`src/rtl/mem_wb_stage.sv`:
```
// MEM/WB pipeline register and writeback mux: sub-word load extension, link PC, retired count.
// Latency 1 cycle, no stall or backpressure (WB always advances). Define WB_TRACE_EN for a write trace.
module mem_wb_stage #(
  parameter logic [31:0] PC_LINK_OFS = 32'd8,
  parameter int          CNT_W       = 32
) (
  input  logic             clk,
  input  logic             reset,
  input  logic             m_valid,
  input  logic [31:0]      m_ins,
  input  logic [31:0]      m_pc,
  input  logic [31:0]      m_alu,
  input  logic [31:0]      m_rdata,
  input  logic [4:0]       m_a3,
  input  logic             m_rfwe,
  input  logic [1:0]       m_wsel,
  input  logic [2:0]       m_ldt,
  output logic             w_valid,
  output logic [31:0]      w_ins,
  output logic             rf_we,
  output logic [4:0]       rf_a3,
  output logic [31:0]      rf_wd,
  output logic [31:0]      rf_wpc,
  output logic [CNT_W-1:0] retired
);

  localparam logic [2:0] LDT_LB  = 3'd1;
  localparam logic [2:0] LDT_LBU = 3'd2;
  localparam logic [2:0] LDT_LH  = 3'd3;
  localparam logic [2:0] LDT_LHU = 3'd4;

  logic        w_valid_q;
  logic [31:0] w_ins_q;
  logic [31:0] w_pc_q;
  logic [31:0] w_alu_q;
  logic [31:0] w_rdata_q;
  logic [4:0]  w_a3_q;
  logic        w_rfwe_q;
  logic [1:0]  w_wsel_q;
  logic [2:0]  w_ldt_q;

  always_ff @(posedge clk) begin
    if (reset) begin
      w_valid_q <= 1'b0;
      w_ins_q   <= '0;
      w_pc_q    <= '0;
      w_alu_q   <= '0;
      w_rdata_q <= '0;
      w_a3_q    <= '0;
      w_rfwe_q  <= 1'b0;
      w_wsel_q  <= '0;
      w_ldt_q   <= '0;
      retired   <= '0;
    end else begin
      w_valid_q <= m_valid;
      w_ins_q   <= m_ins;
      w_pc_q    <= m_pc;
      w_alu_q   <= m_alu;
      w_rdata_q <= m_rdata;
      w_a3_q    <= m_a3;
      w_rfwe_q  <= m_rfwe;
      w_wsel_q  <= m_wsel;
      w_ldt_q   <= m_ldt;
      // Counts on load of W so the output already includes the instruction now in W.
      if (m_valid) retired <= retired + CNT_W'(1);
    end
  end

  logic [7:0]  ld_byte;
  logic [15:0] ld_half;
  logic [31:0] ld_data;

  always_comb begin
    ld_byte = 8'h00;
    case (w_alu_q[1:0])
      2'd0: ld_byte = w_rdata_q[7:0];
      2'd1: ld_byte = w_rdata_q[15:8];
      2'd2: ld_byte = w_rdata_q[23:16];
      2'd3: ld_byte = w_rdata_q[31:24];
      default: ld_byte = 8'h00;
    endcase
    ld_half = w_alu_q[1] ? w_rdata_q[31:16] : w_rdata_q[15:0];

    // Unused encodings 5..7 fall through to a full-word load.
    ld_data = w_rdata_q;
    case (w_ldt_q)
      LDT_LB:  ld_data = {{24{ld_byte[7]}}, ld_byte};
      LDT_LBU: ld_data = {24'h0, ld_byte};
      LDT_LH:  ld_data = {{16{ld_half[15]}}, ld_half};
      LDT_LHU: ld_data = {16'h0, ld_half};
      default: ld_data = w_rdata_q;
    endcase
  end

  always_comb begin
    rf_wd = 32'h0;
    case (w_wsel_q)
      2'd0: rf_wd = w_alu_q;
      2'd1: rf_wd = ld_data;
      2'd2: rf_wd = w_pc_q + PC_LINK_OFS;
      default: rf_wd = 32'h0;
    endcase
  end

  assign w_valid = w_valid_q;
  assign w_ins   = w_ins_q;
  assign rf_we   = w_valid_q & w_rfwe_q & (w_a3_q != 5'd0);
  assign rf_a3   = w_a3_q;
  assign rf_wpc  = w_pc_q;

`ifdef WB_TRACE_EN
  always @(posedge clk) begin
    if (!reset && rf_we)
      $display("%0t@%h: $%0d <= %h", $time, rf_wpc, rf_a3, rf_wd);
  end
`endif

endmodule

```
`config.mk`:
```
export PLATFORM = sky130hd
export DESIGN_NAME = mem_wb_stage
export DESIGN_NICKNAME = d
export VERILOG_FILES = /design/src/rtl/mem_wb_stage.sv
export SDC_FILE = /design/constraint.sdc
export NUM_CORES = 1
export LEC_CHECK = 0
export CAP_MARGIN = 20
export CELL_PAD_IN_SITES_DETAIL_PLACEMENT = 1
export CELL_PAD_IN_SITES_GLOBAL_PLACEMENT = 1
export CORE_MARGIN = 5
export CORE_UTILIZATION = 30
export DETAILED_ROUTE_END_ITERATION = 16
export PLACE_DENSITY_LB_ADDON = 0.1
export SLEW_MARGIN = 20
export SYNTH_ARGS = -nofsm -noshare
export SYNTH_HDL_FRONTEND = slang
export SYNTH_SLANG_ARGS = --single-unit
```
`constraint.sdc`:
```
create_clock -name clk -period 3.5 [get_ports clk]
set_input_delay 1.05 -clock clk [delete_from_list [all_inputs] [get_ports clk]]
set_output_delay 1.05 -clock clk [all_outputs]
set_load 0.05 [all_outputs]
```
==> qor.csv, run 1 <==
stage,metric,value,unit
status,status,"complete, no violations",
worst_setup_path,Worst R2R End,retired[30]$_SDFFE_PP0P_,
sta,worst hold slack,0.5396,ns
routing,Routed Antenna Nets,0,
yosys,Async SR Flop Fraction,0,%
sta,minimum clock period,3.382,ns
worst_setup_path,Setup crit end kind,primary output,
yosys,Syn Inst Count,731,
power,Tot Pwr,0.005047,W
worst_setup_path,worst-path cell chain,mux4_2 -> nor4b_4 -> or3_4 -> o21ai_1 -> a311o_1 -> buf_12,
power,P_int,0.003527,W
clock_network,worst skew pair latency,0.44,ns
worst_setup_path,CP peak stage delay,0.56,ns
sta,FMAX,295.7,MHz
sta,Final Slew Violations,0,
yosys,main combinational cell family by area after synthesis,simple AND/OR/NAND/NOR gates,
clock_network,# H-tree levels,4,
routing,via count,6160,
die,Core ar.,23330,um^2
sta,crit share post-route,96.64,%
global_route,GRT Total Usage,17.92,%
yosys,ys flop type,dfxtp_1,
cells_and_area,area occupied by multi-input gates,3487,um^2
cells_and_area,layout cell share with drive strength beyond 1,15.07,%
sta,Final Skew,0.01420,ns
global_route,initial antenna violation count,10,
sta,unrepaired setup endpoints after global routing,yes,
power,Comb power frac,20.5,%
power,Power Dens Cells,452.9,nW/um^2
global_route,largest net degree at the start of global routing,77,
worst_setup_path,CP bufs+invs,1,
clock_network,TritonCTS clock tree,yes,
yosys,register area share after synthesis,48.72,%
power,Net Sw Power,0.001520,W
cells_and_area,sequential cell area,3458,um^2
worst_setup_path,WS Path Type,register to primary output,
placed_design,Final Wtd Congestion,0.7773,
global_route,first-pass GRT wire length,36.82,mm
routing,DR iter-0 viols,260,
sta,Worst slew margin,56.07,%
power,VDD IR max,0.2494,mV
worst_setup_path,Worst EP required,2.45,ns
hold_path,Hold Crit Class,register to register,
routing,# DRC,0,
cells_and_area,"Area growth, synth to finish",57.66,%
die,Die Width,163.5,um
cells_and_area,Post-layout nets,1146,
worst_setup_path,Critical Path Source Type,register,
routing,drt pass-1 iters,5,
worst_setup_path,Critical-path top delay cell,mux4_2,
yosys,Synth Cell Area,7068,um^2
placed_design,IO buf count,276,
yosys,Post-synth EDFFs,0,
power,Leakage,4.197,nW
worst_setup_path,worst-path fanout max,7,
routing,post-DR wirelength/cell,18.26,um
yosys,Simple-Gate Fraction of Synth Area,26.29,%
worst_setup_path,reg2reg path depth,6,
worst_setup_path,R2R setup slack,1.54,ns
yosys,mux share of post-synthesis cell area,4.691,%
clock_network,clock sink count,172,
worst_setup_path,worst setup path end,rf_wd[23],
global_route,GRT overflow,0,
power,Clock power frac,37.6,%
clock_network,Root Buffer,clkbuf_16,
die,Die H,163.5,um
die,full die area,26730,um^2
routing,vias per cell,4.611,
worst_setup_path,Crit. Startpoint,w_alu_q[1]$_SDFF_PP0_,
yosys,Synth Area per Inst,9.669,um^2
die,site row count,56,
yosys,post-synthesis xor/xnor area fraction,6.568,%
yosys,Mapped Nets,875,
worst_setup_path,worst r2r src,retired[11]$_SDFFE_PP0P_,
placed_design,DPL Wire Length,18.37,mm
worst_setup_path,cell depth of the worst setup path,6,
clock_network,clk slew on worst S/H paths,0.07,ns
clock_network,hold buffers post-CTS,0,
yosys,Ys Warns,0,
cells_and_area,number of fillers in the final layout,2625,
yosys,compound-gate portion of the synthesized area,9.931,%
power,Flop pwr share,41.9,%
clock_network,CTS buffer count,17,
die,I/O pins,277,
yosys,synthesized-area fraction occupied by adder cells,0.3540,%
routing,Routed WL,24.40,mm
die,effective utilization at floorplan,30.29,%
worst_setup_path,CP Data Arrival Time,2.33,ns
global_route,number of global-route vias before repair,6454,
sta,final hold vios,0,
power,Sw Ratio,30.12,%
sta,Worst Tran Pin Value,0.6582,ns
yosys,Yosys cell types,57,
run,max_cap viols,0,
clock_network,clock tree buffer depth,2,
worst_setup_path,crit-path leading delay family,multiplexers,
yosys,Seq cells post-synth,172,
sta,# setup viols final,0,
==> logic make-up after synthesis <==
family | Yosys count
compound gates | 92
xor+xnor | 53
fa+ha+maj | 2
buf+inv | 51
flops | 172
mux | 30
simple gates | 331
==> worst register-to-register path, cell delays in order (launching register included) <==
cell and delay, ns:
dfxtp_1 0.45, nand4_2 0.20, nor4_2 0.33, buf_4 0.23, nand4_1 0.16, or3_1 0.38
a21oi_1 0.14
==> flip-flops by register name, indices dropped and copies added, names as in the netlist <==
register   flops
retired       32
rf_wpc        32
w_alu_q       32
w_ins         32
w_rdata_q     32
rf_a3          5
w_ldt_q        3
w_wsel_q       2
w_rfwe_q       1
w_valid        1
==> power groups by stage <==
stage	clock, W	combinational, W	sequential, W
6_report	0.00190	0.00103	0.00212
5_1_grt	0.00206	0.00109	0.00213
2_1_floorplan	0	0.000406	0.00229
3_5_place_dp	0	0.00104	0.00216
3_3_place_gp	0	0.00103	0.00216
4_1_cts	0.00197	0.00104	0.00212
==> stage by stage <==
stage               worst slack [ns]  utilization (%)  area, um^2  setup TNS (ns)  cells
detailed placement            0.2407            44.82       10460               0   1300
global placement              0.2453            44.82       10460               0   1300
finish                        0.1176            47.76       11140               0   1336
CTS                        0.0002962            47.47       11080               0   1333
global route                -0.01389            47.75       11140        -0.02739   1335
floorplan                   -0.02325                -        7121        -0.02325    731
==> synthesized netlist by cell type (2+ instances only) <==
cell | number | share of area [%]
buf_6 | 6 | 0.96
and4_1 | 3 | 0.37
nand2_1 | 31 | 1.6
and3_1 | 12 | 1.1
buf_2 | 3 | 0.21
nor2_1 | 69 | 3.7
o21ai_1 | 2 | 0.14
mux2_2 | 15 | 2.4
nor3b_1 | 2 | 0.21
xnor2_1 | 17 | 2.1
o21ai_0 | 17 | 1.2
o21bai_1 | 2 | 0.21
xor2_1 | 36 | 4.5
a32oi_1 | 4 | 0.50
nor3_1 | 8 | 0.57
nor4_1 | 5 | 0.44
or3_1 | 4 | 0.35
a211o_1 | 3 | 0.37
a311o_1 | 2 | 0.28
o221ai_2 | 5 | 1.1
a22o_2 | 5 | 0.71
a211oi_1 | 2 | 0.21
buf_1 | 2 | 0.11
o21a_1 | 2 | 0.21
o22ai_1 | 7 | 0.62
clkbuf_1 | 33 | 1.8
a21oi_1 | 13 | 0.92
nor2b_1 | 143 | 13
a22o_1 | 8 | 0.99
o221ai_1 | 7 | 0.87
nand2b_1 | 4 | 0.35
mux2i_1 | 14 | 2.0
and2_1 | 2 | 0.18
ha_1 | 2 | 0.35
inv_1 | 6 | 0.32
nand3_1 | 19 | 1.3
dfxtp_1 | 172 | 49
nor4_2 | 2 | 0.35
a221o_1 | 6 | 0.85
nand4_1 | 18 | 1.6
a31oi_1 | 2 | 0.18
==> cell usage in the layout (no fill, tap or decap), types with 3 or more instances in the layout <==
master / n
nor2_1: 68
nor2b_1: 143
nor4_1: 4
dfxtp_2: 12
dfxtp_1: 160
nand3_1: 19
clkbuf_16: 17
xor2_1: 36
or3_1: 3
a211o_1: 3
nor4_2: 3
o21ai_1: 6
nand4_1: 18
clkbuf_8: 3
inv_1: 6
a221o_1: 6
buf_6: 3
a21oi_1: 13
o21ai_0: 13
a22o_1: 8
and3_1: 11
nand2_1: 31
o22ai_1: 5
xnor2_1: 16
clkdlybuf4s50_1: 243
o221ai_2: 12
mux2i_1: 14
nor3_1: 6
buf_4: 24
inv_6: 7
a32oi_1: 4
and4_1: 3
a22o_2: 5
mux2_2: 15
buf_12: 26
nor3_2: 3
nand2b_1: 4
==> worst min path at each step <==
stage,from,to,slack (ns),cells past startpoint
after floorplan,retired[30]$_SDFFE_PP0P_,retired[30]$_SDFFE_PP0P_,0.72,2
after global placement,retired[31]$_SDFFE_PP0P_,retired[31]$_SDFFE_PP0P_,0.52,2
after detailed placement,retired[31]$_SDFFE_PP0P_,retired[31]$_SDFFE_PP0P_,0.52,2
after CTS,retired[30]$_SDFFE_PP0P_,retired[30]$_SDFFE_PP0P_,0.54,2
after global routing,retired[30]$_SDFFE_PP0P_,retired[30]$_SDFFE_PP0P_,0.58,2
final,retired[31]$_SDFFE_PP0P_,retired[31]$_SDFFE_PP0P_,0.54,2
==> cell type report <==
class                           count  area share [%]
Clock buffer                       20           4.188
Sequential cell                   172           31.04
Antenna cell                        2         0.04491
Multi-Input combinational cell    508           31.29
Inverter                            6          0.2021
Tap cell                          319           3.582
Clock inverter                     12           1.100
Timing Repair Buffer              297           28.55
==> metal layers <==
| layer | vias up | part of all wire [%] | global-route usage (%) |
|---|---|---|---|
| met5 | - | 0.45 | 0 |
| met4 | 18 | 1.3 | 4.727 |
| met3 | 38 | 8.4 | 7.873 |
| met2 | 159 | 49 | 29.98 |
| met1 | 2901 | 41 | 21.02 |
| li1 | 3044 | - | - |
==> repair_timing <==
item	4_1_cts	5_1_grt
setup buffers	1	1
endpoints found under the setup margin	28	26
resized for setup	5	15
pin swaps	1	4
No activity file was read; power rests on OpenSTA's default activity.
==> run 2: changes to the inputs <==
- CORE_MARGIN: 5 -> 2
==> qor.csv, run 2 (synthesis gave the netlist of run 1 again) <==
stage,metric,value,unit
worst_setup_path,Critical Path Source Type,register,
hold_path,Hold Crit Class,register to register,
clock_network,worst skew pair latency,0.43,ns
clock_network,clock tree buffer depth,2,
cells_and_area,"most common cell after layout, fill and taps aside",clkdlybuf4s50_1,
sta,# setup viols final,0,
power,Flop pwr share,42.1,%
global_route,number of global-route vias before repair,6229,
sta,final hold vios,0,
cells_and_area,layout cell share with drive strength beyond 1,15.41,%
hold_path,Worst Hold Depth,2,
worst_setup_path,CP Data Arrival Time,2.42,ns
sta,unrepaired setup endpoints after global routing,yes,
die,I/O pins,277,
cells_and_area,"Area growth, synth to finish",58.45,%
die,full die area,24800,um^2
sta,Worst slew margin,53.95,%
die,Die Width,157.5,um
worst_setup_path,worst-path cell chain,mux4_2 -> nor4b_2 -> or3_4 -> o21ai_2 -> a311o_1 -> buf_12,
sta,minimum clock period,3.466,ns
cells_and_area,"Design Area, Final",11200,um^2
power,P_int,0.003502,W
run,max_cap viols,0,
sta,crit share post-route,99.02,%
global_route,initial antenna violation count,6,
routing,via count,6194,
global_route,largest net degree at the start of global routing,87,
routing,Routed WL,23.55,mm
clock_network,clk slew on worst S/H paths,0.07,ns
worst_setup_path,worst-path fanout max,8,
cells_and_area,Finished Core Util,48.00,%
placed_design,DP Area,10470,um^2
clock_network,clock sink count,172,
clock_network,hold buffers post-CTS,0,
power,VDD IR max,0.2567,mV
routing,Routed Antenna Nets,0,
cells_and_area,Post-layout nets,1150,
routing,# DRC,0,
worst_setup_path,reg2reg path depth,6,
routing,post-DR wirelength/cell,17.55,um
sta,Final Skew,0.01384,ns
placed_design,DPL Wire Length,17.56,mm
power,Comb power frac,20.8,%
clock_network,# H-tree levels,4,
sta,FMAX,288.5,MHz
sta,Final Slew Violations,0,
clock_network,CTS buffer count,17,
worst_setup_path,WS Path Type,register to primary output,
worst_setup_path,Critical-path top delay cell,mux4_2,
routing,DR iter-0 viols,225,
die,Core ar.,23330,um^2
clock_network,TritonCTS clock tree,yes,
power,Clock power frac,37.1,%
worst_setup_path,CP peak stage delay,0.54,ns
worst_setup_path,Worst EP required,2.45,ns
die,site row count,56,
hold_path,Hold Path Sink,retired[31]$_SDFFE_PP0P_,
global_route,first-pass GRT wire length,35.67,mm
power,Net Sw Power,0.001526,W
placed_design,Final Wtd Congestion,0.8127,
status,status,"complete, no violations",
worst_setup_path,Worst R2R End,retired[30]$_SDFFE_PP0P_,
routing,drt pass-1 iters,4,
routing,vias per cell,4.615,
global_route,GRT overflow,0,
die,Die H,157.5,um
power,Sw Ratio,30.35,%
worst_setup_path,worst r2r src,retired[11]$_SDFFE_PP0P_,
worst_setup_path,R2R setup slack,1.51,ns
global_route,GRT Total Usage,18.95,%
sta,Worst Tran Pin Value,0.6900,ns
placed_design,IO buf count,276,
hold_path,hold path start,retired[31]$_SDFFE_PP0P_,
worst_setup_path,Setup crit end kind,primary output,
die,effective utilization at floorplan,30.29,%
power,Leakage,4.215,nW
power,Power Dens Cells,448.9,nW/um^2
cells_and_area,most frequent cells in the layout,"243 x clkdlybuf4s50_1, 162 x dfxtp_1, 143 x nor2b_1",
clock_network,Root Buffer,clkbuf_16,
[run 2: cell types whose count changed in the layout (fill, tap and decap cells not counted), sizes merged]
cell,change
buf,+4
clkinvlp,+2
clkbuf,-2
diode,+2
[run 2: area by class of cell]
class                   instances  area, um^2
clock inverters                14       142.6
flip-flops and latches        172        3458
clock buffers                  18       439.2
repair buffers                301        3213
diodes                          4       10.01
multi-input cells             508        3515
inverters                       6       22.52
well taps                     319       399.1
fillers                      2601       12130
[run 2: worst max path at each step]
| stage | from | endpoint | slack (ns) | depth (start not counted) |
|---|---|---|---|---|
| after global placement | w_alu_q[1]$_SDFF_PP0_ | rf_wd[15] | 0.28 | 6 |
| after floorplan | rf_wpc[3]$_SDFF_PP0_ | rf_wd[21] | -0.02 | 6 |
| after global routing | w_alu_q[1]$_SDFF_PP0_ | rf_wd[23] | -0.06 | 6 |
| after CTS | w_alu_q[1]$_SDFF_PP0_ | rf_wd[22] | -0.01 | 7 |
| final | w_alu_q[1]$_SDFF_PP0_ | rf_wd[23] | 0.03 | 6 |
| after detailed placement | w_alu_q[1]$_SDFF_PP0_ | rf_wd[22] | 0.27 | 8 |
[run 2: timing repair]
action,CTS,global route
buffers inserted,3,2
gates cloned,0,0
pin swaps,2,6
setup endpoints to repair,19,23
gates resized for setup,9,17
[run 2: per-layer routing]
metal	vias to the layer above	GRT usage, %	part of all wire, %
met5	-	0	0.22
met2	164	31.17	48
met3	23	7.048	7.2
met1	2935	23.37	43
met4	8	4.978	1.2
li1	3064	-	-
[run 2: power groups by stage]
stage	clock (W)	sequential [W]	combinational (W)
3_3_place_gp	0	0.00216	0.00103
5_1_grt	0.00201	0.00213	0.00110
6_report	0.00186	0.00212	0.00104
3_5_place_dp	0	0.00216	0.00103
4_1_cts	0.00193	0.00212	0.00104
2_1_floorplan	0	0.00229	0.000406
[run 2: stage by stage]
stage                     hold WS (ns)  std cells  setup WS [ns]  setup TNS [ns]  power, W
after floorplan                 0.7211        731       -0.02325        -0.02325  0.002699
after global placement          0.4964       1302         0.2766               0  0.003193
after detailed placement        0.5101       1302         0.2671               0  0.003196
after CTS                       0.5312       1337       -0.01110        -0.01110  0.005092
after global routing            0.5388       1339       -0.06315         -0.3042  0.005247
final                           0.5326       1342        0.03414               0  0.005027
[run 2: worst max-delay path: cells and delay by family, from the launching register on]
kind	cells	cell delay [ns]
muxes	1	0.54
and+or+nand+nor	2	0.53
AOI/OAI and AO/OA	2	0.42
DFF	1	0.35
buffers and inverters	1	0.16
==> run 3: changes to the inputs <==
- CELL_PAD_IN_SITES_GLOBAL_PLACEMENT: 1 -> 2
- CORE_UTILIZATION: 30 -> 27
- HOLD_SLACK_MARGIN: unset -> 0.05
==> qor.csv, run 3 (synthesis gave the netlist of run 1 again) <==
stage,metric,value,unit
worst_setup_path,reg2reg path depth,6,
power,Sw Ratio,31.12,%
power,Comb power frac,20.4,%
power,Tot Pwr,0.005066,W
clock_network,clk slew on worst S/H paths,0.08,ns
routing,drt pass-1 iters,4,
worst_setup_path,cell depth of the worst setup path,6,
run,max_cap viols,0,
sta,Final Skew,0.01268,ns
worst_setup_path,CP peak stage delay,0.54,ns
die,site row count,59,
routing,post-DR wirelength/cell,18.26,um
cells_and_area,"non-filler cells, final",1351,
sta,crit share post-route,96.37,%
worst_setup_path,CP bufs+invs,1,
die,Core ar.,25910,um^2
worst_setup_path,Worst EP required,2.45,ns
cells_and_area,Post-layout nets,1145,
global_route,largest net degree at the start of global routing,89,
sta,Worst Tran Pin Value,0.7080,ns
placed_design,Final Wtd Congestion,0.7699,
global_route,GRT Total Usage,17.68,%
routing,via count,6195,
sta,FMAX,296.5,MHz
hold_path,Worst Hold Depth,2,
global_route,first-pass GRT wire length,37.70,mm
clock_network,hold buffers post-CTS,0,
sta,Worst slew margin,52.80,%
status,status,"complete, no violations",
worst_setup_path,Critical-path top delay cell,mux4_2,
worst_setup_path,worst r2r src,retired[12]$_SDFFE_PP0P_,
clock_network,TritonCTS clock tree,yes,
clock_network,worst skew pair latency,0.44,ns
placed_design,DP Area,10480,um^2
clock_network,# H-tree levels,4,
worst_setup_path,CP Data Arrival Time,2.32,ns
placed_design,Cells after DPL,1316,
sta,setup_tns,0,ns
sta,# setup viols final,0,
worst_setup_path,R2R setup slack,1.54,ns
routing,DR iter-0 viols,225,
hold_path,hold path start,retired[30]$_SDFFE_PP0P_,
cells_and_area,"Area growth, synth to finish",57.71,%
hold_path,Hold Path Sink,retired[30]$_SDFFE_PP0P_,
clock_network,clock tree buffer depth,2,
routing,Routed WL,24.67,mm
worst_setup_path,worst-path cell chain,mux4_2 -> nor4b_2 -> or3_4 -> o21ai_1 -> a311o_1 -> buf_12,
power,Power Dens Cells,454.5,nW/um^2
power,Leakage,4.187,nW
sta,worst hold slack,0.5220,ns
worst_setup_path,Critical Path Source Type,register,
worst_setup_path,Setup crit end kind,primary output,
sta,minimum clock period,3.373,ns
die,Die Width,165.8,um
power,VDD IR max,0.2461,mV
power,P_int,0.003489,W
routing,vias per cell,4.585,
global_route,number of global-route vias before repair,6393,
hold_path,Hold Crit Class,register to register,
placed_design,IO buf count,276,
power,Net Sw Power,0.001577,W
global_route,GRT overflow,0,
routing,# DRC,0,
die,Die H,165.8,um
cells_and_area,layout cell share with drive strength beyond 1,14.99,%
global_route,initial antenna violation count,7,
worst_setup_path,crit-path leading delay family,multiplexers,
die,I/O pins,277,
cells_and_area,most frequent cells in the layout,"243 x clkdlybuf4s50_1, 160 x dfxtp_1, 143 x nor2b_1",
sta,final hold vios,0,
cells_and_area,"most common cell after layout, fill and taps aside",clkdlybuf4s50_1,
clock_network,Root Buffer,clkbuf_16,
worst_setup_path,worst-path fanout max,7,
cells_and_area,"Design Area, Final",11150,um^2
sta,Final Slew Violations,0,
worst_setup_path,Worst R2R End,retired[30]$_SDFFE_PP0P_,
clock_network,clock sink count,172,
die,full die area,27490,um^2
power,Flop pwr share,41.8,%
power,Clock power frac,37.8,%
routing,Routed Antenna Nets,0,
clock_network,CTS buffer count,17,
die,effective utilization at floorplan,27.28,%
placed_design,DPL Wire Length,18.40,mm
worst_setup_path,WS Path Type,register to primary output,
-- run 3: changes by cell type in the layout (fill, tap and decap cells not counted), sizes merged --
cell / previous run / this run
diode: 4 / 2
clkinv: 4 / 6
buf: 58 / 53
clkinvlp: 2 / 0
-- run 3: per-stage QoR --
step	setup slack, ns	util, %
final	0.1271	43.02
after detailed placement	0.2536	40.44
after CTS	-0.02292	42.87
after floorplan	-0.02325	-
after global routing	-0.05268	43.00
after global placement	0.2146	40.44
-- run 3: worst max path at each step --
| stage | start | endpoint |
|---|---|---|
| final | w_alu_q[1]$_SDFF_PP0_ | rf_wd[23] |
| after global routing | rf_wpc[3]$_SDFF_PP0_ | rf_wd[13] |
| after CTS | rf_wpc[3]$_SDFF_PP0_ | rf_wd[21] |
| after detailed placement | w_alu_q[1]$_SDFF_PP0_ | rf_wd[13] |
| after global placement | w_alu_q[1]$_SDFF_PP0_ | rf_wd[15] |
| after floorplan | rf_wpc[3]$_SDFF_PP0_ | rf_wd[21] |
-- run 3: what timing repair did --
action	in CTS	in global routing
pin swaps	1	5
resized for setup	7	13
buffers inserted	1	0
setup endpoints to repair	24	19
-- run 3: tightest hold or removal path: cells and delay by family, from the launching register on --
family	cells	cell delay, ns
compound gates	2	0.14
flops	1	0.33
-- run 3: metal layers --
metal / vias to the layer above / global-route usage [%] / routed length (um)
li1: 3042 / - / -
met1: 2972 / 21.61 / 10620
met2: 147 / 29.84 / 12150
met3: 26 / 5.696 / 1518
met4: 8 / 5.028 / 333
met5: - / 0 / 45
-- run 3: power groups by stage --
stage | Sequential, W | Combinational (W) | Clock (W)
final | 0.00212 | 0.00103 | 0.00192
after floorplan | 0.00229 | 0.000406 | 0
after global placement | 0.00216 | 0.00104 | 0
after detailed placement | 0.00216 | 0.00104 | 0
after CTS | 0.00212 | 0.00105 | 0.00198
after global routing | 0.00213 | 0.00109 | 0.00206
-- run 3: layout make-up --
cell class | count | area (um^2)
inverter | 6 | 22.52
timing repair buffer | 296 | 3171
antenna | 2 | 5.005
fill | 2854 | 14760
sequential | 172 | 3458
clock inverter | 14 | 165.2
clock buffer | 18 | 429.2
tap | 335 | 419.2
multi-input combinational | 508 | 3477
